## src/rtl/paper_vtc.sv

```systemverilog
// paper_vtc: video timing controller for the paper HDMI path (pixel clock domain).
// Generates programmable HSync/VSync/DE and pulls pixels from the pixel FIFO
// with a valid/ready handshake. It drives registered RGB/sync/DE to the TMDS
// encoder with one cycle of latency, and tracks FIFO underflow for the register block.
// Ports:
//   clk_i, rst_ni          pixel clock, async active-low reset
//   enable_i               level-sensitive run request
//   h_*_i / v_*_i          timing fields (pixels / lines), latched at frame start
//   pix_valid_i/pix_data_i FIFO side; pix_ready_o consumes when valid
//   rgb_o, de_o, hsync_o, vsync_o, frame_start_o   registered encoder outputs
//   busy_o                 in RUN; cfg_err_o: combinational timing legality
//   clr_stat_i             clears underflow_o / uf_cnt_o (wins over a new event)
module paper_vtc #(
    parameter int unsigned CntWidth   = 12,
    parameter logic        HSyncPol   = 1'b1,
    parameter logic        VSyncPol   = 1'b1,
    parameter int unsigned UfCntWidth = 16
) (
    input  logic                  clk_i,
    input  logic                  rst_ni,
    input  logic                  enable_i,
    input  logic [CntWidth-1:0]   h_active_i,
    input  logic [CntWidth-1:0]   h_fp_i,
    input  logic [CntWidth-1:0]   h_sync_i,
    input  logic [CntWidth-1:0]   h_bp_i,
    input  logic [CntWidth-1:0]   v_active_i,
    input  logic [CntWidth-1:0]   v_fp_i,
    input  logic [CntWidth-1:0]   v_sync_i,
    input  logic [CntWidth-1:0]   v_bp_i,
    input  logic                  pix_valid_i,
    input  logic [23:0]           pix_data_i,
    output logic                  pix_ready_o,
    output logic [23:0]           rgb_o,
    output logic                  de_o,
    output logic                  hsync_o,
    output logic                  vsync_o,
    output logic                  frame_start_o,
    output logic                  busy_o,
    output logic                  cfg_err_o,
    input  logic                  clr_stat_i,
    output logic                  underflow_o,
    output logic [UfCntWidth-1:0] uf_cnt_o
);
    // Totals of four fields need two extra bits; counters share that width so
    // they can never alias below the total.
    localparam int unsigned SumWidth = CntWidth + 2;

    typedef enum logic {IDLE = 1'b0, RUN = 1'b1} state_e;

    state_e              state_q, state_d;
    logic [SumWidth-1:0] h_cnt_q, h_cnt_d, v_cnt_q, v_cnt_d;
    logic                load;

    logic [CntWidth-1:0] h_act_q, h_fp_q, h_sync_q, h_bp_q;
    logic [CntWidth-1:0] v_act_q, v_fp_q, v_sync_q, v_bp_q;

    logic [SumWidth-1:0] hs_beg, hs_end, h_tot, vs_beg, vs_end, v_tot;
    logic                h_last, v_last, active, hs, vs, uf_event;

    assign cfg_err_o = (h_active_i == '0) | (h_sync_i == '0) |
                       (v_active_i == '0) | (v_sync_i == '0);

    // Region boundaries from the shadow copy of the timing.
    assign hs_beg = SumWidth'(h_act_q) + SumWidth'(h_fp_q);
    assign hs_end = hs_beg + SumWidth'(h_sync_q);
    assign h_tot  = hs_end + SumWidth'(h_bp_q);
    assign vs_beg = SumWidth'(v_act_q) + SumWidth'(v_fp_q);
    assign vs_end = vs_beg + SumWidth'(v_sync_q);
    assign v_tot  = vs_end + SumWidth'(v_bp_q);

    assign h_last = (h_cnt_q == h_tot - SumWidth'(1));
    assign v_last = (v_cnt_q == v_tot - SumWidth'(1));
    assign active = (h_cnt_q < SumWidth'(h_act_q)) & (v_cnt_q < SumWidth'(v_act_q));
    assign hs     = (h_cnt_q >= hs_beg) & (h_cnt_q < hs_end);
    assign vs     = (v_cnt_q >= vs_beg) & (v_cnt_q < vs_end);

    assign pix_ready_o = (state_q == RUN) & active;
    assign uf_event    = pix_ready_o & ~pix_valid_i;

    // State register and raster counters.
    always_ff @(posedge clk_i or negedge rst_ni) begin
        if (!rst_ni) begin
            state_q <= IDLE;
            h_cnt_q <= '0;
            v_cnt_q <= '0;
        end else begin
            state_q <= state_d;
            h_cnt_q <= h_cnt_d;
            v_cnt_q <= v_cnt_d;
        end
    end

    // Next state / counter advance; shadows reload only at frame boundaries.
    always_comb begin
        state_d = state_q;
        h_cnt_d = h_cnt_q;
        v_cnt_d = v_cnt_q;
        load    = 1'b0;
        case (state_q)
            IDLE: begin
                if (enable_i && !cfg_err_o) begin
                    load    = 1'b1;
                    state_d = RUN;
                    h_cnt_d = '0;
                    v_cnt_d = '0;
                end
            end
            RUN: begin
                if (!h_last) begin
                    h_cnt_d = h_cnt_q + SumWidth'(1);
                end else begin
                    h_cnt_d = '0;
                    if (!v_last) begin
                        v_cnt_d = v_cnt_q + SumWidth'(1);
                    end else begin
                        v_cnt_d = '0;
                        if (enable_i && !cfg_err_o) begin
                            load = 1'b1;
                        end else begin
                            state_d = IDLE;
                        end
                    end
                end
            end
            default: state_d = IDLE;
        endcase
    end

    // Shadow timing registers.
    always_ff @(posedge clk_i or negedge rst_ni) begin
        if (!rst_ni) begin
            h_act_q  <= '0;
            h_fp_q   <= '0;
            h_sync_q <= '0;
            h_bp_q   <= '0;
            v_act_q  <= '0;
            v_fp_q   <= '0;
            v_sync_q <= '0;
            v_bp_q   <= '0;
        end else if (load) begin
            h_act_q  <= h_active_i;
            h_fp_q   <= h_fp_i;
            h_sync_q <= h_sync_i;
            h_bp_q   <= h_bp_i;
            v_act_q  <= v_active_i;
            v_fp_q   <= v_fp_i;
            v_sync_q <= v_sync_i;
            v_bp_q   <= v_bp_i;
        end
    end

    // Encoder-facing outputs, one cycle behind the counter position.
    always_ff @(posedge clk_i or negedge rst_ni) begin
        if (!rst_ni) begin
            rgb_o         <= '0;
            de_o          <= 1'b0;
            hsync_o       <= ~HSyncPol;
            vsync_o       <= ~VSyncPol;
            frame_start_o <= 1'b0;
            busy_o        <= 1'b0;
        end else begin
            busy_o <= (state_d == RUN);
            if (state_q == RUN) begin
                de_o          <= active;
                hsync_o       <= hs ? HSyncPol : ~HSyncPol;
                vsync_o       <= vs ? VSyncPol : ~VSyncPol;
                rgb_o         <= (active && pix_valid_i) ? pix_data_i : '0;
                frame_start_o <= (h_cnt_q == '0) && (v_cnt_q == '0);
            end else begin
                de_o          <= 1'b0;
                hsync_o       <= ~HSyncPol;
                vsync_o       <= ~VSyncPol;
                rgb_o         <= '0;
                frame_start_o <= 1'b0;
            end
        end
    end

    // Underflow status: sticky flag plus saturating count; clear has priority.
    always_ff @(posedge clk_i or negedge rst_ni) begin
        if (!rst_ni) begin
            underflow_o <= 1'b0;
            uf_cnt_o    <= '0;
        end else if (clr_stat_i) begin
            underflow_o <= 1'b0;
            uf_cnt_o    <= '0;
        end else if (uf_event) begin
            underflow_o <= 1'b1;
            if (uf_cnt_o != '1) begin
                uf_cnt_o <= uf_cnt_o + UfCntWidth'(1);
            end
        end
    end

endmodule
```

## config.mk

```make
export PLATFORM = sky130hd
export DESIGN_NAME = paper_vtc
export DESIGN_NICKNAME = d
export VERILOG_FILES = /design/src/rtl/paper_vtc.sv
export SDC_FILE = /design/constraint.sdc
export NUM_CORES = 1
export LEC_CHECK = 0
export BUFFER_PORTS_ARGS = -buffer_cell sky130_fd_sc_hd__buf_2
export CELL_PAD_IN_SITES_DETAIL_PLACEMENT = 1
export CELL_PAD_IN_SITES_GLOBAL_PLACEMENT = 1
export CORE_AREA = 2 2 166 168
export CTS_CLUSTER_SIZE = 25
export DETAILED_ROUTE_END_ITERATION = 8
export DIE_AREA = 0 0 168 170
export PLACE_DENSITY_LB_ADDON = 0.1
export SYNTH_ARGS = -nofsm -noshare
export SYNTH_HDL_FRONTEND = slang
export SYNTH_SLANG_ARGS = --single-unit
```

## constraint.sdc

```tcl
create_clock -name clk_i -period 14.5 [get_ports clk_i]
set_clock_uncertainty 0.2 [all_clocks]
set_input_delay 0 -clock clk_i [delete_from_list [all_inputs] [get_ports clk_i]]
set_output_delay 0 -clock clk_i [all_outputs]
set_load 0.01 [all_outputs]
```

==> run summary <==
Synth Warn # = 0
Layout area overhead = 25.1%
most used cell, CP = ha_1
Ports = 173
worst-path maximum fanout = 53
Post-Syn Instances = 1369
Slew HR = 21.4%
final wirelength = 44.6 mm
Final ANT Viol Nets = 0
DIE WIDTH = 168 um
Mean Syn Cell Area = 9.48 um2
Largest stage delay, worst path = 0.60 ns
share of cells above drive strength 1 = 17.1%
post-synthesis net count = 1669
maximum vdd drop = 0.0761 mV
number of remaining DRC errors = 0
Hold Path Origin = h_sync_i[0]
fmax = 0.132 GHz
ys flop type = dfrtp_1
PwrDens = 115 nW/um2
Port-buffer cells = 172
Max H-tree Level = 4
Worst-path clk slew = 0.09 ns
nets@finish = 1976
worst hold path type = input pin to flop
root buffer selected by CTS = clkbuf_16
share of the synthesized area in the top cell type = 32.8%
Tcrit/Tclk final = 52.2%
global route overflow = 0
Reg-to-Reg Start = v_act_q[0]$_DFFE_PN0P_
die area = 28600 um2
critical path endpoint category = flop
WL/cell = 21.9 um
FP Rows = 60
setup violators final = 0
Buf/Inv on CP = 3
synth top area cells = dfrtp_1, ha_1, mux2_2, inv_1, mux2_1
first-pass GRT wire length = 70.6 mm
Startpoint Class = flop
crit path max-delay cell type = buf_4
max cap viols = 0
vias in the first global route = 12855
top-count cell post-synth = dfrtp_1
Worst-Skew Late Latency = 0.48 ns
Netlist Area Pre-Place = 13000 um2
TNS Setup = 0 ns
post-CTS setup buffer count = 0
largest net degree at the start of global routing = 70
core area = 26700 um2
DR vias/cell = 5.80
CP Data Required Time = 14.64 ns
ys async rst share = 100%
Setup CP Type = flop to flop
Final Max Tran Viols = 0
crit path DAT = 7.71 ns
Synth top cells by count = dfrtp_1, ha_1, inv_1, nand2_1, a21oi_1
GRT Overall Usage = 31.7%
Post-synth EDFFs = 0
initial core utilization = 48.7%
sequential share of the synthesized area = 32.8%
Hold Slack = 0.0965 ns
via count of the routed design = 11780
Leakage = 8.11 nW
Synth Register Bits = 170
Tmin final = 7.57 ns
CTS Buf Count = 17
Worst Max-Slew Pin Slew = 1.18 ns
Placer Congestion = 0.854
drt initial violations = 617
RSZ-0062 raised after global routing = false
antenna violations before repair = 1
count of cell types in the netlist = 67
drt first pass iters = 5
hpwl dp = 27.8 mm
CTS tree = built
clk sink count = 170
Hold Fails Final Rpt = 0
status = completed
clk buf depth = 2
critical path's top delay family = compound AO/OA/AOI/OAI gates
leading area contributor after synthesis = dfrtp_1
worst setup path start = v_act_q[0]$_DFFE_PN0P_
die extent in y = 170 um
-- cell usage in the layout (no fill, tap or decap), drive strengths merged, types with 11 or more instances in the layout --
cell / instances
inv: 155
dlygate4sd3: 149
xnor2: 48
nand4: 22
o21a: 16
clkbuf: 17
nand2: 74
ha: 169
buf: 181
nor3: 30
a31oi: 11
nand2b: 17
nand3: 38
o21bai: 14
a211oi: 12
mux2: 98
o21ai: 45
a21o: 42
dfrtp: 170
nor2: 57
nor4: 23
and3: 42
a21oi: 70
xor2: 39
or3: 14
o211ai: 18
-- routing by layer --
| metal | share of wire, % | vias to the layer above | GRT usage (%) |
|---|---|---|---|
| li1 | - | 5502 | - |
| met1 | 43 | 5800 | 39.0 |
| met2 | 48 | 368 | 54.3 |
| met3 | 5.3 | 110 | 6.58 |
| met4 | 3.7 | 0 | 13.2 |
| met5 | 0 | - | 0 |
-- registers in the layout, summed over array words and instances (netlist names), 12 cells and up --
signal    count
v_fp_q       12
h_act_q      12
h_sync_q     12
h_bp_q       12
v_cnt_q      14
uf_cnt_o     16
h_fp_q       12
h_cnt_q      14
rgb_o        24
v_act_q      12
v_bp_q       12
v_sync_q     12
-- per-stage QoR --
| step | setup slack (ns) | total power [W] | area (um2) | cells | utilization, % |
|---|---|---|---|---|---|
| 3_5_place_dp | 7.26 | 0.00132 | 14100 | 1848 | 53.0 |
| 5_1_grt | 6.54 | 0.00199 | 16200 | 2031 | 61.0 |
| 4_1_cts | 7.16 | 0.00185 | 16200 | 2030 | 61.0 |
| 3_3_place_gp | 7.40 | 0.00129 | 14100 | 1848 | 53.0 |
| 6_report | 6.93 | 0.00186 | 16200 | 2031 | 61.0 |
| 2_1_floorplan | 8.46 | 0.00112 | 13000 | 1369 | - |
-- tightest hold or removal path, stage by stage --
cell	delay (ns)
dlygate4sd3_1	0.51
buf_2	0.10
mux2_1	0.11
-- power by group --
| group | internal, W | switching (W) |
|---|---|---|
| combinational | 0.000364 | 0.000454 |
| clock | 0.000235 | 0.000258 |
| sequential | 0.000500 | 0.0000539 |
| total | 0.00110 | 0.000765 |
-- area by class of cell --
cell class | instances | area (um2)
tap | 341 | 427
sequential | 170 | 4250
fill | 3015 | 10400
timing repair buffer | 330 | 2450
clock inverter | 15 | 188
clock buffer | 17 | 425
inverter | 148 | 556
multi-input combinational | 1009 | 7950
antenna | 1 | 2.50
-- final timing paths --
kind	to	slack, ns	cells after the start
max	h_fp_q[7]$_DFFE_PN0P_	6.93	25
min	h_sync_q[0]$_DFFE_PN0P_	0.1	3
max reg2reg	h_fp_q[7]$_DFFE_PN0P_	6.93	25
min reg2reg	h_bp_q[7]$_DFFE_PN0P_	0.29	1
max in group asynchronous	uf_cnt_o[8]$_DFFE_PN0P_	12.11	5
min in group asynchronous	h_bp_q[5]$_DFFE_PN0P_	0.40	4
-- repair_timing --
item,in CTS,in global routing
hold endpoints to repair,238,0
gates resized for setup,0,0
hold buffers,150,0
-- kinds of logic (layout without fill, tap and decap cells) --
kind of cell,after synthesis,count (layout),synth area share [%]
simple gates,365,365,14.8
other cells,0,1,0
compound gates,280,280,14.5
flops,170,170,32.8
buf+inv,190,510,6.05
mux,99,99,8.58
fa+ha+maj,178,178,17.4
xor+xnor,87,87,5.87
Power figures use the tool's default switching activity.
